<file path="src/rtl/imm_ext_stage.sv">
// Decode-stage immediate extender and ID/EX register; 1-cycle latency, full throughput.
// Stalls upstream while the held output is not consumed; flush kills held and incoming work.
module imm_ext_stage #(
  parameter int CNT_W = 8
) (
  input  logic             clk,
  input  logic             reset_n,
  input  logic             in_valid,
  output logic             in_ready,
  input  logic [31:0]      instr,
  input  logic [1:0]       iControl,
  input  logic             flush,
  output logic             out_valid,
  input  logic             out_ready,
  output logic [31:0]      out_instr,
  output logic [31:0]      out_imm,
  output logic             out_use_imm,
  output logic             illegal,
  output logic [CNT_W-1:0] illegal_cnt
);

  localparam logic [1:0] IC_NONE = 2'b00;
  localparam logic [1:0] IC_SEXT = 2'b01;
  localparam logic [1:0] IC_ZEXT = 2'b10;
  localparam logic [1:0] IC_BAD  = 2'b11;

  logic        accept;
  logic        load;
  logic        bad_acc;
  logic [31:0] imm_nxt;
  logic        use_nxt;

  assign in_ready = !flush && (!out_valid || out_ready);
  assign accept   = in_valid && in_ready;
  assign load     = accept && (iControl != IC_BAD);
  assign bad_acc  = accept && (iControl == IC_BAD);

  always_comb begin
    imm_nxt = 32'h0;
    use_nxt = 1'b0;
    case (iControl)
      IC_SEXT: begin
        imm_nxt = {{16{instr[15]}}, instr[15:0]};
        use_nxt = 1'b1;
      end
      IC_ZEXT: begin
        imm_nxt = {16'h0, instr[15:0]};
        use_nxt = 1'b1;
      end
      IC_NONE: begin
        imm_nxt = 32'h0;
        use_nxt = 1'b0;
      end
      default: begin
        imm_nxt = 32'h0;
        use_nxt = 1'b0;
      end
    endcase
  end

  // An unsupported accept drains the slot just like a consume does.
  always_ff @(posedge clk or negedge reset_n) begin
    if (!reset_n) begin
      out_valid <= 1'b0;
    end else if (flush) begin
      out_valid <= 1'b0;
    end else if (load) begin
      out_valid <= 1'b1;
    end else if (bad_acc || out_ready) begin
      out_valid <= 1'b0;
    end
  end

  always_ff @(posedge clk or negedge reset_n) begin
    if (!reset_n) begin
      out_instr   <= 32'h0;
      out_imm     <= 32'h0;
      out_use_imm <= 1'b0;
    end else if (load) begin
      out_instr   <= instr;
      out_imm     <= imm_nxt;
      out_use_imm <= use_nxt;
    end
  end

  always_ff @(posedge clk or negedge reset_n) begin
    if (!reset_n) begin
      illegal     <= 1'b0;
      illegal_cnt <= '0;
    end else begin
      illegal <= bad_acc;
      if (bad_acc && (illegal_cnt != {CNT_W{1'b1}})) begin
        illegal_cnt <= illegal_cnt + 1'b1;
      end
    end
  end

endmodule

</file>
<file path="config.mk">
export PLATFORM = sky130hd
export DESIGN_NAME = imm_ext_stage
export DESIGN_NICKNAME = d
export VERILOG_FILES = /design/src/rtl/imm_ext_stage.sv
export SDC_FILE = /design/constraint.sdc
export NUM_CORES = 1
export LEC_CHECK = 0
export CORE_MARGIN = 5
export CORE_UTILIZATION = 43
export CTS_BUF_LIST = sky130_fd_sc_hd__clkbuf_4 sky130_fd_sc_hd__clkbuf_8
export CTS_CLUSTER_DIAMETER = 50
export CTS_CLUSTER_SIZE = 30
export DETAILED_ROUTE_END_ITERATION = 7
export PLACE_DENSITY = 0.81
export SYNTH_ARGS = -nofsm -noshare
export SYNTH_HDL_FRONTEND = slang
export SYNTH_SLANG_ARGS = --single-unit
</file>
<file path="constraint.sdc">
create_clock -name clk -period 1.99 [get_ports clk]
set_input_delay 0.2985 -clock clk [delete_from_list [all_inputs] [get_ports clk]]
set_output_delay 0.2985 -clock clk [all_outputs]
set_load 0.03 [all_outputs]
</file>
# After elaboration in Yosys (flattened, before gate mapping)
# Cells that the tools add are included.
# classes
reduce_logical	11
add_sub_neg	1
n_mux	5
eq_ne	5
# ops
operator	n
$pmux 32 s2	1
$add 8x1->8 const B	1
$ne 8x8->1 const B	1
$logic_and 1x1->1	5
$eq 2x2->1 const B	2
$mux 1	4
$reduce_bool 3->1	1
$eq 2x1->1 const B	1
$logic_not 1->1	2
$logic_or 1x1->1	2
$ne 2x2->1 const B	1
$reduce_or 2->1	1
# word_totals
register_bits	75
in_bits	39
elab_cells	28
out_inout_bits	76

# Longest topological paths before layout
# Gate-level depths: netlist (run 1).
# logic_depth
depth_word	9
depth_mapped	7
ltp_nobuf	6

# Worst setup path before layout (run 1)
# Ideal clock, no wire load.
# synth_path
kind	reg2reg
start	reg illegal_cnt[4]
end	reg illegal_cnt[1]
setup_ns	0.125
period_less_slack_ns	1.589
path_stages_with_launch	5
n_path_buf	0
slack_ns	0.401
arrival_ns	1.464
t_required_ns	1.865
cell_sequence	dfrtp_1 > and4_4 > nand4_4 > and2_4 > mux2_4
# synth_via
elab_chain_cells	2
# synth_lines
item	line_no	rtl
from (decl)	19	output logic [CNT_W-1:0] illegal_cnt
from (signal assigned)	93	illegal_cnt <= illegal_cnt + 1'b1;
$ne 8x8->1	92	if (bad_acc && (illegal_cnt != {CNT_W{1'b1}})) begin
$logic_and 1x1->1	92	
# No other way between the ends.
# A chain may end at the register's enable or synchronous reset.

# Worst setup path in the final report (run 1)
# layout_path
start	reg illegal_cnt[3]
end	out illegal_cnt[3]
# No word-level cell between the ends.

==> results of run 1 <==
[repair_timing]
| item | 4_1_cts | 5_1_grt |
|---|---|---|
| hold buffers | 1 | 0 |
| endpoints found under the hold margin | 3 | 0 |
| gates resized for setup | 4 | 0 |
| endpoints found under the setup margin | 17 | 0 |
[final cells by class]
class / instances / area (sq um) / area share
multi-input combinational: 187 / 881 / 0.224
timing repair buffer: 127 / 1270 / 0.322
inverter: 4 / 15.0 / 0.00381
clock inverter: 2 / 10.0 / 0.00254
tap: 75 / 93.8 / 0.0238
clock buffer: 13 / 166 / 0.0422
sequential: 60 / 1500 / 0.382
[final timing paths]
kind | depth (start not counted) | end | slack, ns | start
min in group clk | 2 | out_imm[9]$_DFFE_PN0P_ | 0.47 | out_imm[9]$_DFFE_PN0P_
worst max register to register | 5 | out_instr[1]$_DFFE_PN0P_ | 0.38 | out_valid$_DFFE_PN0P_
worst min-delay path | 2 | out_use_imm$_DFFE_PN0P_ | 0.35 | reset_n
max in group asynchronous | 3 | out_valid$_DFFE_PN0P_ | 1.16 | reset_n
worst min register to register | 2 | out_imm[9]$_DFFE_PN0P_ | 0.47 | out_imm[9]$_DFFE_PN0P_
worst max-delay path | 1 | illegal_cnt[3] | 0.11 | illegal_cnt[3]$_DFFE_PN0P_
[stage by stage]
| stage | instance area, sq um | power [uW] | hold slack, ns | setup slack, ns | util |
|---|---|---|---|---|---|
| CTS | 3940 | 3910 | 0.344 | 0.0901 | 0.673 |
| global route | 3940 | 4080 | 0.338 | 0.0487 | 0.673 |
| detailed placement | 3750 | 2930 | 0.127 | -0.0215 | 0.642 |
| finish | 3940 | 3850 | 0.347 | 0.107 | 0.673 |
| global placement | 3750 | 2880 | 0.126 | 0.0249 | 0.642 |
| floorplan | 2560 | 2290 | 0.00291 | 0.401 | - |
[worst reg2reg max path, delay by kind of cell, from the launching register on]
| family | cells | cell delay [ns] |
|---|---|---|
| flops | 1 | 0.40 |
| buf+inv | 1 | 0.20 |
| simple gates | 4 | 0.89 |
[cell usage after synthesis]
| master | instances | share of area |
|---|---|---|
| buf_4 | 17 | 0.050 |
| mux2i_1 | 1 | 0.0039 |
| nor3_1 | 3 | 0.0059 |
| xor2_1 | 3 | 0.010 |
| nand2_1 | 134 | 0.20 |
| nor2b_1 | 2 | 0.0049 |
| clkbuf_1 | 3 | 0.0044 |
| and2_4 | 1 | 0.0034 |
| inv_1 | 4 | 0.0059 |
| o21ai_0 | 2 | 0.0039 |
| mux2_4 | 1 | 0.0059 |
| nand3_1 | 18 | 0.035 |
| and3_2 | 1 | 0.0029 |
| dfrtp_1 | 60 | 0.59 |
| nor2_1 | 3 | 0.0044 |
| and4_4 | 1 | 0.0044 |
| or3_1 | 1 | 0.0024 |
| nand4_4 | 1 | 0.0083 |
| a21oi_1 | 1 | 0.0019 |
| o31ai_1 | 1 | 0.0029 |
| ha_1 | 4 | 0.020 |
| buf_2 | 7 | 0.014 |
| nand2b_1 | 2 | 0.0049 |
| nand4_1 | 3 | 0.0073 |
| nor4_1 | 1 | 0.0024 |
| xnor2_1 | 3 | 0.010 |
[sequential cells by signal (all words and copies together) (netlist names)]
signal,count
out_instr,32
out_imm,17
illegal_cnt,8
illegal,1
out_use_imm,1
out_valid,1
[layer usage]
metal	global-route usage	routed length, microns
met3	0.0511	417
met4	0.0586	104
met5	0	0
met2	0.292	3160
met1	0.246	2770
[power by group]
part           switching (uW)  internal [uW]  leakage [uW]
Clock                     428            537     0.0000961
Sequential                161           1420      0.000769
Combinational             749            561       0.00107
Total                    1340           2510       0.00194
[logic make-up after synthesis]
kind of cell | after synthesis
buffers and inverters | 31
xor gates and xnor gates | 6
muxes | 2
DFF | 60
AOI/OAI and AO/OA | 4
and+or+nand+nor | 171
adders and majority gates | 4
==> impl_metrics.tcl, run 1 <==
set metrics [dict create \
    status "finished, final reports clean" \
    cts_tree "yes" \
    path_class "flip-flop to primary output" \
    avgSynthCellArea_sq_um 9.23 \
    yosysWarnings 0 \
    maxSlewHeadroom 0.769 \
    io_pins 115 \
    cts_root_buf "clkbuf_8" \
    ctsHtreeMaxLevel 3 \
    routabilityCongestion 0.744 \
    grt_max_degree 41 \
    rsz0062_at_grt "false" \
    core_sq_um 5850 \
    synthXorXnorAreaFrac 0.0205 \
    antenna_found_initial 0 \
    grt_pass1_vias 2162 \
    antenna_left 0 \
    clock_sinks 60 \
    drt-pass1-iter-count 4 \
    layout.cells.non_filler 468 \
    min_period_over_period 0.946 \
    critPathRequiredTime_ns 1.69 \
    p_leak_uw 0.00194 \
    grt_overflow_total 0 \
    hold_viol 0 \
    diodes 0 \
    synth-simple-area-share 0.282 \
    dp_hpwl_mm 4.87 \
    setup-tns-final_ns 0 \
    totalWireLength_mm 6.45 \
    clock_path_buffers 2 \
    clock_latency_ns 0.32 \
    synth_top_family_by_area "simple AND/OR/NAND/NOR gates" \
    cp_cell_sequence "clkdlybuf4s50_1" \
    critPathMaxFanout 7 \
    worst_path_max_delay_cell "clkdlybuf4s50_1" \
    yosysSeqAreaShare 0.585 \
    max-cap-violations 0 \
    io_buffers 114 \
    die_w_microns 87.2 \
    syn_to_final_growth_pct 53.6 \
    cts-buffers-inserted 9 \
    muxShareOfSynthArea 0.00976 \
    max_stage_delay_ns 0.75 \
    final.min_clock_period_ns 1.88 \
    grt_use_total 0.184 \
    endpoint_kind "primary output" \
    synthAdderAreaFrac 0.0195 \
    hp-class "input port to async pin" \
    synth.distinct_cells 26 \
    fp.dieArea_sq_um 7610 \
    wire_per_inst_microns 13.8 \
    nets 432 \
    synthCells 278 \
    layout-drive-gt1-share 0.0916 \
    cp_top_family "buffers and inverters" \
    synthesis.nets 321 \
    start_util 0.438 \
    fmax_mhz 531 \
    power_density_nw_per_um2 978 \
    crit_buf_inv 1 \
    syn_area_sq_um 2560 \
    num_rows 28 \
    finalMaxSlewViolations 0 \
    cp-start-kind "flip-flop" \
    vias_per_cell 4.66 \
    vdd_drop_max_mv 0.609 \
    fin_skew_ns 0.00288 \
    final_common_cell "nand2_1" \
    setup_viol 0 \
    mostFrequentLayoutCells "nand2_1, clkdlybuf4s50_1, dfrtp_1" \
    route.detailed.drc 0 \
    dp.cells 452 \
    grt_pass1_wl_mm 10.7 \
    ys_ff_latch 60 \
    tightest_slew_ns 0.346 \
    synth-compound-area-share 0.00878 \
    postCtsSetupBuffers 0 \
    filler_cell_count 509 \
    num_vias 2179 \
    clkTransAtPathRegs_ns 0.06 \
    drt-initial-drc-count 110 \
    chipHeight_microns 87.2 \
    cp.arrival_ns 1.58 \
]
Note: power is estimated with default switching activity, not from simulation.
==> run 2, diff against run 1 <==
- ABC_AREA: not set -> 1
- GPL_TIMING_DRIVEN: not set -> 0
==> run 2 against run 1 <==
- die area is 2.6% higher
- count of clock-buffer cells in the layout stayed put
- cell count rose by 11%
- register-to-register slack gained 0.13 ns
- design area is 2.8% higher
- routed wire length is 11% higher
- sequential share of layout area decreased by 1.0 points
- clock skew is 0.0085 ns higher
- sequential cell count stayed put
- critical path depth grew 3
- first-iteration DRC count increased by 8.2%
- synthesized cell count is 13% higher
==> impl_metrics.tcl, run 2 <==
set metrics [dict create \
    status "finished, final reports clean" \
    grt_use_total 0.199 \
    routabilityCongestion 0.746 \
    cts_root_buf "clkbuf_8" \
    maxSlewHeadroom 0.527 \
    regMostFlops "out_instr" \
    final_util 0.680 \
    largest_reg_flops 32 \
    hold_viol 0 \
    drt-pass1-iter-count 4 \
    critPathMaxFanout 2 \
    synth_area_leaders "dfrtp_1, nand2_1, buf_4" \
    clock_sinks 60 \
    fp.dieArea_sq_um 7810 \
    ctsHtreeMaxLevel 3 \
    antenna_found_initial 0 \
    synth_common_cells "nand2_1, dfrtp_1, nand3_1, buf_4, nor2_1" \
    grt_overflow_total 0 \
    grt_max_degree 32 \
    antenna_left 0 \
    avgSynthCellArea_sq_um 8.43 \
    yosysMostFrequentCell "nand2_1" \
    cts-buffers-inserted 9 \
    synthCells 313 \
    clock_latency_ns 0.33 \
    min_period_over_period 0.984 \
    largestRegisters "out_instr (32), out_imm (17), illegal_cnt (8)" \
    layout-drive-gt1-share 0.147 \
    cp_cell_sequence "clkdlybuf4s50_1 -> inv_2 -> a21oi_2 -> clkdlybuf4s50_1" \
    totalWireLength_mm 7.19 \
    vias_per_cell 4.69 \
    finalMaxSlewViolations 0 \
    synthesis.nets 356 \
    critical_path.most_common_cell "clkdlybuf4s50_1" \
    mostFrequentLayoutCells "nand2_1, clkdlybuf4s50_1, dfrtp_1" \
    route.detailed.drc 0 \
    drt-initial-drc-count 119 \
    p_leak_uw 0.00210 \
    io_pins 115 \
    ys_ff_latch 60 \
    synth_edf_count 0 \
    cp-start-kind "input port" \
    yosysSeqAreaShare 0.569 \
    ys_async_sr_fraction 1.00 \
    synth_ff_type "dfrtp_1" \
    num_vias 2427 \
    syn_to_final_growth_pct 53.4 \
    synth_top_area_share 0.569 \
    cp.arrival_ns 1.66 \
    tightest_slew_ns 0.709 \
    synth.distinct_cells 19 \
    worst_path_max_delay_cell "clkdlybuf4s50_1" \
    clkTransAtPathRegs_ns 0.07 \
    path_class "input port to primary output" \
    rsz0062_at_grt "false" \
    fin_ws_ns 0.0310 \
    power_density_nw_per_um2 949 \
    syn_area_sq_um 2640 \
    die_w_microns 88.4 \
    num_rows 28 \
    final.min_clock_period_ns 1.96 \
    cp_top_family "buffers and inverters" \
    hp-class "input port to async pin" \
    start_util 0.443 \
    vdd_drop_max_mv 0.607 \
    grt_pass1_wl_mm 11.8 \
    max-cap-violations 0 \
    fmax_mhz 510 \
    dpl_cell_area_sq_um 3890 \
    max_stage_delay_ns 0.69 \
    cts_tree "yes" \
    setup_viol 0 \
    critPathRequiredTime_ns 1.69 \
    diodes 0 \
    final_area_sq_um 4050 \
    endpoint_kind "primary output" \
    nets 482 \
    crit_buf_inv 3 \
    clock_path_buffers 2 \
    wire_per_inst_microns 13.9 \
    yosysWarnings 0 \
    dp_slack_ns -0.193 \
    core_sq_um 5960 \
    grt_pass1_vias 2459 \
    chipHeight_microns 88.4 \
    dp_hpwl_mm 5.32 \
    yosysTopAreaCell "dfrtp_1" \
    setup-tns-final_ns 0 \
    io_buffers 114 \
    final_common_cell "nand2_1" \
    fin_skew_ns 0.0114 \
]
==> run 2: path summary, 6_finish.rpt <==
| path | start | to | slack (ns) | depth (start not counted) |
|---|---|---|---|---|
| max | out_ready | in_ready | 0.03 | 4 |
| max reg2reg | illegal_cnt[0]$_DFFE_PN0P_ | illegal_cnt[7]$_DFFE_PN0P_ | 0.51 | 7 |
| min | reset_n | illegal_cnt[3]$_DFFE_PN0P_ | 0.006 | 1 |
| min in group clk | out_instr[14]$_DFFE_PN0P_ | out_instr[14]$_DFFE_PN0P_ | 0.47 | 2 |
| min reg2reg | out_instr[14]$_DFFE_PN0P_ | out_instr[14]$_DFFE_PN0P_ | 0.47 | 2 |
| max in group asynchronous | reset_n | out_instr[6]$_DFFE_PN0P_ | 1.36 | 2 |
==> run 2: area by class of cell <==
type                    count  area [sq um]
fillers                   482          1910
clock inverters             2          35.0
plain buffers              26           179
flip-flops and latches     60          1500
multi-input cells         218           926
repair buffers            115          1120
inverters                   9          33.8
clock buffers              13           160
well taps                  75          93.8
==> run 2: repair_timing <==
item                       in CTS  in global routing
setup endpoints to repair      16                 14
resized for setup               2                 14
hold buffers                    0                  0
buffers inserted                0                  0
==> run 2: metal layers <==
metal  wire [microns]  vias up  share of wire  track usage
li1                 -     1194              -            -
met1             2920     1136           0.41        0.238
met2             3580       87           0.50        0.331
met3              593       10          0.083       0.0652
met4               91        0          0.013       0.0838
met5                0        -              0            0
==> run 2: through the flow <==
stage                     power (uW)  hold slack, ns  instances
after floorplan                 2190         0.00291        313
after global placement          2760           0.452        502
after detailed placement        2790           0.384        503
after CTS                       3900          0.0271        518
after global routing            4050          0.0601        518
final                           3840         0.00588        518
==> run 2: cells by family after synthesis <==
| kind of cell | synth area share |
|---|---|
| AO/OA/AOI/OAI | 0.00900 |
| buffers and inverters | 0.0806 |
| AND/OR/NAND/NOR | 0.313 |
| flip-flops | 0.569 |
| XOR/XNOR | 0.00995 |
| adder cells (fa/ha/maj) | 0.0190 |
==> run 2: power breakdown <==
part / internal [uW] / total (uW) / switching [uW]
sequential: 1400 / 1520 / 125
combinational: 517 / 1230 / 712
clock: 646 / 1090 / 444
total: 2560 / 3840 / 1280
